--- src/rtl/frame_capture_ctrl_if.sv ---
// Camera-to-FIFO signal bundle for frame_capture_ctrl.
// Latency: n/a (wiring only).
// Backpressure: fifo_full travels toward the capture controller; the camera side has no stall.
//
// Signals:
//   vsync, href, din  camera frame sync (high = blanking), line valid, byte
//   fifo_full         FIFO full flag
//   fifo_wr, fifo_din FIFO write strobe and pixel {first byte, second byte}
// Modports: master = camera/FIFO environment, slave = capture controller.
interface frame_capture_ctrl_if #(
    parameter int DBITS = 8
);
    logic               vsync;
    logic               href;
    logic [DBITS-1:0]   din;
    logic               fifo_full;
    logic               fifo_wr;
    logic [2*DBITS-1:0] fifo_din;

    modport master (
        output vsync, href, din, fifo_full,
        input  fifo_wr, fifo_din
    );

    modport slave (
        input  vsync, href, din, fifo_full,
        output fifo_wr, fifo_din
    );
endinterface

--- src/rtl/frame_capture_ctrl.sv ---
// Frame capture sequencer: arms on start, aligns to vsync, packs byte pairs into pixels for the FIFO.
// Latency: fifo_wr/fifo_din appear one cycle after the second byte of a pixel; all outputs registered.
// Backpressure: fifo_full drops the due pixel and sets sticky err_ovf; the camera is never stalled.
//
// Ports:
//   clock, reset           rising-edge clock, asynchronous active-high reset
//   start_i, cont_i        capture request (IDLE only), continuous mode (sampled in DONE)
//   abort_i                return to IDLE next cycle from any busy state, no done pulse
//   cam_if (slave)         vsync/href/din/fifo_full in, fifo_wr/fifo_din out
//   busy_o, done_o         not-IDLE flag, one-cycle end-of-frame pulse
//   err_ovf_o, err_size_o  sticky overflow / geometry errors, cleared when a capture starts
//   pix_cnt_o, line_cnt_o  pixels written in current line, lines completed in frame
// Optional: define FRAME_CAPTURE_DECIMATE_EN for 2:1 decimation in both axes.
module frame_capture_ctrl #(
    parameter int DBITS   = 8,
    parameter int H_PIX   = 160,
    parameter int V_LINES = 120,
    parameter int CW      = 10
) (
    input  logic                 clock,
    input  logic                 reset,
    input  logic                 start_i,
    input  logic                 cont_i,
    input  logic                 abort_i,
    frame_capture_ctrl_if.slave  cam_if,
    output logic                 busy_o,
    output logic                 done_o,
    output logic                 err_ovf_o,
    output logic                 err_size_o,
    output logic [CW-1:0]        pix_cnt_o,
    output logic [CW-1:0]        line_cnt_o
);
    // Sensor-side counters get one extra bit so doubled decimation geometry still fits.
    localparam int SW = CW + 1;

`ifdef FRAME_CAPTURE_DECIMATE_EN
    localparam int H_EXP = 2 * H_PIX;
    localparam int V_EXP = 2 * V_LINES;
`else
    localparam int H_EXP = H_PIX;
    localparam int V_EXP = V_LINES;
`endif

    typedef enum logic [2:0] {S_IDLE, S_ARM, S_SYNC, S_CAPTURE, S_DONE} state_t;

    state_t             state_q, state_d;
    logic               phase_q, phase_d;
    logic               href_q, href_d;
    logic [DBITS-1:0]   hi_q, hi_d;
    logic               fifo_wr_q, fifo_wr_d;
    logic [2*DBITS-1:0] fifo_din_q, fifo_din_d;
    logic [CW-1:0]      pix_cnt_q, pix_cnt_d;
    logic [CW-1:0]      line_cnt_q, line_cnt_d;
    logic [SW-1:0]      seen_q, seen_d;     // complete sensor pixels in this line
    logic [SW-1:0]      sline_q, sline_d;   // sensor lines completed in this frame
    logic               err_ovf_q, err_ovf_d;
    logic               err_size_q, err_size_d;
    logic               done_q, done_d;
    logic               busy_q, busy_d;
    logic               pix_keep, line_keep;

`ifdef FRAME_CAPTURE_DECIMATE_EN
    // Keep even pixels of even sensor lines; index is taken before this pixel is counted.
    assign pix_keep  = ~seen_q[0] & ~sline_q[0];
    assign line_keep = ~sline_q[0];
`else
    assign pix_keep  = 1'b1;
    assign line_keep = 1'b1;
`endif

    always_ff @(posedge clock or posedge reset) begin
        if (reset) begin
            state_q    <= S_IDLE;
            phase_q    <= 1'b0;
            href_q     <= 1'b0;
            hi_q       <= '0;
            fifo_wr_q  <= 1'b0;
            fifo_din_q <= '0;
            pix_cnt_q  <= '0;
            line_cnt_q <= '0;
            seen_q     <= '0;
            sline_q    <= '0;
            err_ovf_q  <= 1'b0;
            err_size_q <= 1'b0;
            done_q     <= 1'b0;
            busy_q     <= 1'b0;
        end else begin
            state_q    <= state_d;
            phase_q    <= phase_d;
            href_q     <= href_d;
            hi_q       <= hi_d;
            fifo_wr_q  <= fifo_wr_d;
            fifo_din_q <= fifo_din_d;
            pix_cnt_q  <= pix_cnt_d;
            line_cnt_q <= line_cnt_d;
            seen_q     <= seen_d;
            sline_q    <= sline_d;
            err_ovf_q  <= err_ovf_d;
            err_size_q <= err_size_d;
            done_q     <= done_d;
            busy_q     <= busy_d;
        end
    end

    always_comb begin
        state_d    = state_q;
        phase_d    = phase_q;
        href_d     = cam_if.href;
        hi_d       = hi_q;
        fifo_wr_d  = 1'b0;
        fifo_din_d = fifo_din_q;
        pix_cnt_d  = pix_cnt_q;
        line_cnt_d = line_cnt_q;
        seen_d     = seen_q;
        sline_d    = sline_q;
        err_ovf_d  = err_ovf_q;
        err_size_d = err_size_q;

        unique case (state_q)
            S_IDLE: begin
                if (start_i) begin
                    state_d    = S_ARM;
                    err_ovf_d  = 1'b0;
                    err_size_d = 1'b0;
                    pix_cnt_d  = '0;
                    line_cnt_d = '0;
                end
            end
            // Waiting for blanking first means capture never starts mid-frame.
            S_ARM: begin
                if (cam_if.vsync) state_d = S_SYNC;
            end
            // line_cnt of the previous frame stays visible until here in continuous mode.
            S_SYNC: begin
                if (!cam_if.vsync) begin
                    state_d    = S_CAPTURE;
                    phase_d    = 1'b0;
                    pix_cnt_d  = '0;
                    line_cnt_d = '0;
                    seen_d     = '0;
                    sline_d    = '0;
                end
            end
            S_CAPTURE: begin
                if (cam_if.href) begin
                    if (!phase_q) begin
                        hi_d    = cam_if.din;
                        phase_d = 1'b1;
                    end else begin
                        phase_d = 1'b0;
                        seen_d  = seen_q + SW'(seen_q != '1);
                        // Excess pixels beyond H_PIX fall through silently.
                        if (pix_keep && (pix_cnt_q < CW'(H_PIX))) begin
                            if (cam_if.fifo_full) begin
                                err_ovf_d = 1'b1;
                            end else begin
                                fifo_wr_d  = 1'b1;
                                fifo_din_d = {hi_q, cam_if.din};
                                pix_cnt_d  = pix_cnt_q + CW'(pix_cnt_q != '1);
                            end
                        end
                    end
                end else if (href_q) begin
                    // Line end; an odd trailing byte is discarded by the phase reset.
                    phase_d   = 1'b0;
                    if (seen_q != SW'(H_EXP)) err_size_d = 1'b1;
                    seen_d    = '0;
                    pix_cnt_d = '0;
                    sline_d   = sline_q + SW'(sline_q != '1);
                    if (line_keep) line_cnt_d = line_cnt_q + CW'(line_cnt_q != '1);
                    if (sline_d == SW'(V_EXP)) state_d = S_DONE;
                end
                // Blanking before the frame is complete is a short frame.
                if (cam_if.vsync && (state_d == S_CAPTURE)) begin
                    err_size_d = 1'b1;
                    state_d    = S_DONE;
                end
            end
            S_DONE: begin
                state_d = cont_i ? S_ARM : S_IDLE;
            end
            default: state_d = S_IDLE;
        endcase

        if (abort_i && (state_q != S_IDLE)) begin
            state_d   = S_IDLE;
            fifo_wr_d = 1'b0;
        end

        busy_d = (state_d != S_IDLE);
        done_d = (state_d == S_DONE);
    end

    assign cam_if.fifo_wr  = fifo_wr_q;
    assign cam_if.fifo_din = fifo_din_q;
    assign busy_o          = busy_q;
    assign done_o          = done_q;
    assign err_ovf_o       = err_ovf_q;
    assign err_size_o      = err_size_q;
    assign pix_cnt_o       = pix_cnt_q;
    assign line_cnt_o      = line_cnt_q;
endmodule

--- src/flat_wrapper.sv ---
// flat-port wrapper written by rule: the top's interface ports become plain ports
module frame_capture_ctrl_flat 
#(
    parameter int DBITS   = 8,
    parameter int H_PIX   = 160,
    parameter int V_LINES = 120,
    parameter int CW      = 10
)
  (clock, reset, start_i, cont_i, abort_i, busy_o, done_o, err_ovf_o, err_size_o, pix_cnt_o, line_cnt_o, cam_if_vsync, cam_if_href, cam_if_din, cam_if_fifo_full, cam_if_fifo_wr, cam_if_fifo_din);
  frame_capture_ctrl_if #(.DBITS(DBITS)) cam_if_i ();
  input  logic clock;
  input  logic reset;
  input  logic start_i;
  input  logic cont_i;
  input  logic abort_i;
  output logic busy_o;
  output logic done_o;
  output logic err_ovf_o;
  output logic err_size_o;
  output logic [CW-1:0] pix_cnt_o;
  output logic [CW-1:0] line_cnt_o;
  input wire logic [$bits(cam_if_i.vsync)-1:0] cam_if_vsync;
  input wire logic [$bits(cam_if_i.href)-1:0] cam_if_href;
  input wire logic [$bits(cam_if_i.din)-1:0] cam_if_din;
  input wire logic [$bits(cam_if_i.fifo_full)-1:0] cam_if_fifo_full;
  output wire logic [$bits(cam_if_i.fifo_wr)-1:0] cam_if_fifo_wr;
  output wire logic [$bits(cam_if_i.fifo_din)-1:0] cam_if_fifo_din;
  assign cam_if_i.vsync = cam_if_vsync;
  assign cam_if_i.href = cam_if_href;
  assign cam_if_i.din = cam_if_din;
  assign cam_if_i.fifo_full = cam_if_fifo_full;
  assign cam_if_fifo_wr = cam_if_i.fifo_wr;
  assign cam_if_fifo_din = cam_if_i.fifo_din;
  frame_capture_ctrl #(.DBITS(DBITS), .H_PIX(H_PIX), .V_LINES(V_LINES), .CW(CW)) u_core (.clock(clock), .reset(reset), .start_i(start_i), .cont_i(cont_i), .abort_i(abort_i), .cam_if(cam_if_i), .busy_o(busy_o), .done_o(done_o), .err_ovf_o(err_ovf_o), .err_size_o(err_size_o), .pix_cnt_o(pix_cnt_o), .line_cnt_o(line_cnt_o));
endmodule
--- config.mk ---
export PLATFORM = sky130hd
export DESIGN_NAME = frame_capture_ctrl_flat
export DESIGN_NICKNAME = d
export VERILOG_FILES = /design/src/rtl/frame_capture_ctrl_if.sv /design/src/rtl/frame_capture_ctrl.sv /design/src/flat_wrapper.sv
export SDC_FILE = /design/constraint.sdc
export NUM_CORES = 1
export LEC_CHECK = 0
export ABC_AREA = 1
export CORE_MARGIN = 2
export CORE_UTILIZATION = 35
export DETAILED_ROUTE_END_ITERATION = 7
export GPL_TIMING_DRIVEN = 0
export PLACE_DENSITY_LB_ADDON = 0.1
export SYNTH_ARGS = -nofsm -noshare
export SYNTH_HDL_FRONTEND = slang
export SYNTH_SLANG_ARGS = --single-unit
--- constraint.sdc ---
create_clock -name clock -period 6.6 [get_ports clock]
set_clock_uncertainty 0.2 [all_clocks]
set_input_delay 0.99 -clock clock [delete_from_list [all_inputs] [get_ports clock]]
set_output_delay 0.99 -clock clock [all_outputs]
set_load 0.01 [all_outputs]
[Yosys cells after proc, flatten, opt, wreduce, memory -nomap -nowiden]
Cells that the tools add are included.
W data, S select, Z words.
Storage, ports and cells
  register bits: 76
  memory bits (read-only): 0
  logic and storage cells: 117
  output and inout port bits: 41
  memories: 0
  RAM bits: 0
  bits in latches: 0
Operators by class
  bitwise operators: 2
  divide/modulo/power cells: 0
  $add $sub $neg: 4
  multiply operators: 0
  reductions and logical operators: 17
  shift-type cells: 0
  $lt $le $gt $ge: 1
  equality and inequality tests: 27
  multiplexer cells: 52
Operators with widths (count)
  $mux W10: 9
  $mux W11: 6
  $pmux W10 S3: 2
  $pmux W11 S2: 2
  $mux W3: 9
  $add A11 B1 Y11: 2
  $ne A11 B11 Y1 const B: 2
  $add A10 B1 Y10: 2
  $mux W1: 20
  $ne A10 B10 Y1 const B: 2
  $pmux W3 S5: 1
  $reduce_and A5 Y1: 3
  $ne A3 B2 Y1 const B: 4
  $eq A11 B7 Y1 const B: 1
  $ne A11 B8 Y1 const B: 1
  $lt A10 B8 Y1 const B: 1
  $ne A2 B2 Y1 const B: 5
  $eq A3 B2 Y1 const B: 3
  $reduce_bool A3 Y1: 3
  $reduce_and A4 Y1: 2
  $reduce_and A7 Y1: 1
  $eq A3 B3 Y1 const B: 2
  $ne A2 B1 Y1 const B: 3
  $ne A3 B1 Y1 const B: 2
  other kinds (9): 15

[Depth between registers and ports, before layout]
  word-level depth: 13
  depth in mapped cells: 19
  mapped depth without buffers: 19

[Least setup slack after synthesis]
OpenSTA, ideal clock, no wires.
  path type: reg-to-reg
  start point: reg u_core.sline_q[2]
  end point: reg u_core.busy_q, in the netlist u_core.busy_o
  slack: 4.285 ns
  required time: 6.275 ns
  setup time: 0.125 ns
  stages on the path, launching flop included: 17
  path buffers: 0
  arrival: 1.990 ns
  cell sequence: dfrtp_1 nand2_1 nor2_1 nand3_1 ha_1 ha_1 nand3_1 xor2_1 nand3_1 nor2_1 nand2_1 nand2_1 nand2_1 nand2_1 nand2_1 nand2_1 nand3_1
On the way
  longest elaborated chain between the ends: 13
Ends and longest elaborated chain
  start: declaration: RTL line frame_capture_ctrl.sv:55  | logic [SW-1:0] sline_q, sline_d;
  start signal: assignment: RTL line frame_capture_ctrl.sv:97  | sline_q <= sline_d;
  $ne A11 B11 Y1: RTL line frame_capture_ctrl.sv:169  | sline_d = sline_q + SW'(sline_q != '1);
  $add A11 B1 Y11 (*): RTL line frame_capture_ctrl.sv:169
  $eq A11 B7 Y1 (*): RTL line frame_capture_ctrl.sv:171  | if (sline_d == SW'(V_EXP)) state_d = S_DONE;
  $mux W3 (*): RTL line frame_capture_ctrl.sv:171
  $mux W3 (*): RTL line frame_capture_ctrl.sv:163  | end else if (href_q) begin
  $mux W3 (*): RTL line frame_capture_ctrl.sv:145  | if (cam_if.href) begin
  $mux W3 (*): RTL line frame_capture_ctrl.sv:119  | unique case (state_q)
  $eq A3 B2 Y1: RTL line frame_capture_ctrl.sv:174  | if (cam_if.vsync && (state_d == S_CAPTURE)) begin
  $logic_and A1 B1 Y1: RTL line frame_capture_ctrl.sv:174
  $mux W3 (*): RTL line frame_capture_ctrl.sv:174
  $pmux W3 S5 (*): RTL line frame_capture_ctrl.sv:119
  $mux W3 (*): RTL line frame_capture_ctrl.sv:185  | if (abort_i && (state_q != S_IDLE)) begin
  $reduce_bool A3 Y1 (*): RTL line frame_capture_ctrl.sv:190  | busy_d = (state_d != S_IDLE);
  named net u_core.busy_d: RTL line frame_capture_ctrl.sv:59  | logic busy_q, busy_d;
  end signal: assignment: RTL line frame_capture_ctrl.sv:101  | busy_q <= busy_d;
  end: declaration: RTL line frame_capture_ctrl.sv:59
The timed path passes the listed nets; every way through them passes the cells marked *. The select of a mux whose other input is x is not followed.
A chain may end at the register's enable or synchronous reset.

[Worst setup path after layout]
  start point: in cam_if_href
  end point: reg u_core.seen_q[9]
On the way
  longest elaborated chain between the ends: 2
  elaborated cells between the ends (all ways): 5
Ends and longest elaborated chain
  start: declaration: RTL line flat_wrapper.sv:23  | input wire logic [$bits(cam_if_i.href)-1:0] cam_if_href;
  $ne A3 B2 Y1 (no source line) or $mux W11 (tied branches)
  $reduce_and A4 Y1 (no source line) or $pmux W11 S2 (tied branches)
  end signal: assignment: RTL line frame_capture_ctrl.sv:96  | seen_q <= seen_d;
  end: declaration: RTL line frame_capture_ctrl.sv:54  | logic [SW-1:0] seen_q, seen_d;
Several ways; a longest one is shown, not always the timed one.

==> results.toml <==
[place]
dpl-instance-area_um2 = 4650
dpl.hpwl_mm = 6.59
io_buffers = 56
place_congestion = 0.839

[synth]
avgSynthCellArea_um2 = 8.58
ys_types = 40
synth_top_area_share_pct = 49.0
yosysWarnings = 0
syn_area_um2 = 3880
synthFlopType = "dfrtp_1"
synth.net_count = 478
ys_ff_latch = 76
synth_area_leaders = "dfrtp_1 49%, nand2_1 8.9%, inv_1 6.2%, o21ai_0 4.5%, nand3_1 4.3%"
yosysTopAreaCell = "dfrtp_1"
synth_edf_count = 0
synth-seq-area-share_pct = 49.0
synth-async-reset-ratio_pct = 100
syn_inst = 453

[floorplanning]
row_count = 38
boundaryPins = 57
start_util_pct = 35.8
dieArea_um2 = 12000
die_w_um = 109
die_h_um = 109
core_um2 = 10800

[critical_path]
crit_top_cell = "nand3_2"
slowest_stage = "clkdlybuf4s50_1"
required_ps = 6680
r2r-start = "u_core.sline_q[2]$_DFFE_PP0P_"
critical_path_class = "primary input to flip-flop"
cp_top_family = "buffers and inverters"
cp-start-kind = "primary input"
endpoint_kind = "flip-flop"
critPathMaxStageDelay_ps = 490
r2r_end = "u_core.busy_o$_DFF_PP0_"
crit_path_max_fanout = 9
critical_path.cell_chain = "clkdlybuf4s50_1, inv_1, nor2_8, nand2_4, nand3_2, inv_2, nand3_2, nor2_1, nand3_1, a21oi_1"
r2r_setup_slack_ps = 3940
crit_arrival_ps = 2790
reg2reg_depth = 16
cp_num_buf_inv = 3

[clock_network]
post_cts_resized = 0
clockBufferDepth = 2
clk_pin_slew_ps = 90
hold_buffers = 0
cts_setup_buffers = 0
cts_tree = "yes"
clock-root-buffer = "clkbuf_8"
h-tree-depth = 3
numCtsBuffers = 9
worstSkewPairLatency_ps = 360
cts.sinks = 76

[outcome]
status = "complete, no violations"

[timing]
finalHoldViolations = 0
worst_pin_slew_ps = 497
period_share_pct = 41.0
fmax_mhz = 369
setup_viol = 0
slew_violations = 0
worst_slew_margin_rel_pct = 66.6
rsz0062_at_grt = "no"
period_needed_ps = 2710
fin_setup_tns_ps = 0

[detailed_routing]
drc = 0
vias_per_cell = 4.80
ant_nets = 0
drt-initial-drc-count = 153
dr_total_vias = 3198
drt_wl_total_mm = 8.97
wire_per_inst_um = 13.5
drtPass1Iterations = 4

[worst_hold_path]
hp-start = "u_core.seen_q[10]$_DFFE_PP0P_"
hold_end = "u_core.seen_q[10]$_DFFE_PP0P_"
hold_class = "flip-flop to flip-flop"
min_path_cells = 1

[power_and_ir_drop]
p_switching_mw = 0.532
combPwrFrac_pct = 33.2
internal-power_mw = 0.960
power_density_nw_per_um2 = 306
sw_frac_of_total_pct = 35.6
leakage_nw = 2.31
p_clk_share_pct = 27.2
ir_worst_vdd_mv = 0.150
p_seq_share_pct = 39.6

[finish]
insertedDiodeCount = 0
stdcell_area_um2 = 4870
syn2layout_area_growth_pct = 25.5
fillers = 1114
drive_above_1_share_pct = 11.0
fin_nets = 546
final_core_util_pct = 45.0

[global_route]
grt_pass1_vias = 3212
grt_overflow_total = 0
antenna_found_initial = 0
grt_pass1_wl_mm = 15.3
grt_max_degree = 48
track_usage_pct = 16.4

[job]
maxCapViolCount = 0
cell usage after synthesis, types with 2 or more instances:
cell,instances
nand2_1,92
dfrtp_1,76
inv_1,64
o21ai_0,35
nand3_1,33
nor2_1,32
a21oi_1,16
o22ai_1,10
ha_1,9
nor3_1,9
nand4_1,8
xor2_1,8
inv_2,7
mux2_2,5
nand2_4,4
o21ai_1,4
buf_6,3
clkbuf_1,3
mux2_4,3
nor2_2,3
nor2_4,3
a31oi_1,2
buf_2,2
nand2_2,2
nand3_2,2
nor3_4,2
nor4_1,2
o41ai_1,2
worst reg2reg max path, stage by stage, from the launching register on:
cell     delay [ps]
dfrtp_1         440
nand2_1         140
nor2_1          200
nand3_1         110
ha_1            230
ha_1            210
nand3_1         130
xor2_1          200
nand3_1         100
nor2_1           90
nand2_1         100
nand2_1          90
nand2_1          50
nand2_1          60
nand2_1          50
nand2_1          60
nand3_1          70
power groups by stage:
stage | Sequential [mW] | Clock, mW | Combinational, mW
floorplan | 0.612 | 0 | 0.305
global placement | 0.600 | 0 | 0.494
detailed placement | 0.600 | 0 | 0.502
CTS | 0.592 | 0.418 | 0.505
global route | 0.602 | 0.439 | 0.562
finish | 0.591 | 0.406 | 0.495
cell type report:
type                       count  area, um^2  area share [%]
sequential                    76        1900            39.0
multi-input combinational    297        1650            33.9
buffer                         9        62.6            1.28
tap                          140         175            3.59
inverter                      71         269            5.52
clock inverter                 7         100            2.05
clock buffer                   9         124            2.54
timing repair buffer          57         588            12.1
how the worst max path moves through the flow:
stage	startpoint	endpoint	slack, ps	cells after the start
final	cam_if_href	u_core.seen_q[9]$_DFFE_PP0P_	3890	10
after global routing	u_core.sline_q[2]$_DFFE_PP0P_	u_core.busy_o$_DFF_PP0_	3640	16
after CTS	cam_if_href	u_core.pix_cnt_o[5]$_DFFE_PP0P_	3880	10
after detailed placement	cam_if_href	u_core.pix_cnt_o[5]$_DFFE_PP0P_	3500	10
after global placement	reset	u_core.line_cnt_o[3]$_DFFE_PP0P_	2000	2
after floorplan	reset	u_core.busy_o$_DFF_PP0_	3470	1
stage by stage:
stage	worst slack (ps)	power, mW	std cells	hold WS [ps]
finish	3890	1.49	666	274
global route	3640	1.60	666	297
CTS	3880	1.52	666	276
detailed placement	3500	1.10	650	265
global placement	2000	1.09	649	262
floorplan	3470	0.917	453	239
state kept, by name, indices dropped and copies added (netlist names):
register and flops:
u_core.done_o 1, u_core.err_ovf_o 1, u_core.sline_q 11, u_core.href_q 1
u_core.err_size_o 1, u_core.cam_if.fifo_din 16, u_core.hi_q 8, u_core.line_cnt_o 10
u_core.pix_cnt_o 10, u_core.cam_if.fifo_wr 1, u_core.seen_q 11, u_core.busy_o 1
u_core.phase_q 1, u_core.state_q 3
cell families (layout without fill, tap and decap cells):
group / after synthesis / after routing / share of synthesized area (%)
AND/OR/NAND/NOR: 197 / 197 / 24.5
buffers and inverters: 80 / 153 / 8.47
flip-flops: 76 / 76 / 49.0
AO/OA/AOI/OAI: 75 / 75 / 10.7
adder cells (fa/ha/maj): 9 / 9 / 2.90
XOR/XNOR: 8 / 8 / 1.80
multiplexers: 8 / 8 / 2.61
layout by cell type (no fill, tap or decap), types with 7 or more instances in the layout:
cell | netlist | final
inv_2 | 7 | 7
clkdlybuf4s50_1 | 0 | 56
nand3_1 | 33 | 33
nor3_1 | 9 | 9
a21oi_1 | 16 | 16
nand4_1 | 8 | 8
nor2_1 | 32 | 32
inv_1 | 64 | 63
o22ai_1 | 10 | 10
clkbuf_8 | 0 | 9
xor2_1 | 8 | 8
ha_1 | 9 | 9
nand2_1 | 92 | 92
dfrtp_1 | 76 | 76
o21ai_0 | 35 | 35
metal layers:
| metal | routed length (um) | part of all wire, % | vias to the layer above | global-route usage, % |
|---|---|---|---|---|
| met1 | 4380 | 49 | 1507 | 21.7 |
| met4 | 162 | 1.8 | 0 | 6.78 |
| met3 | 453 | 5.0 | 13 | 4.09 |
| met5 | 0 | 0 | - | 0 |
| li1 | - | - | 1625 | - |
| met2 | 3980 | 44 | 53 | 25.7 |
Note: power is estimated with default switching activity, not from simulation.
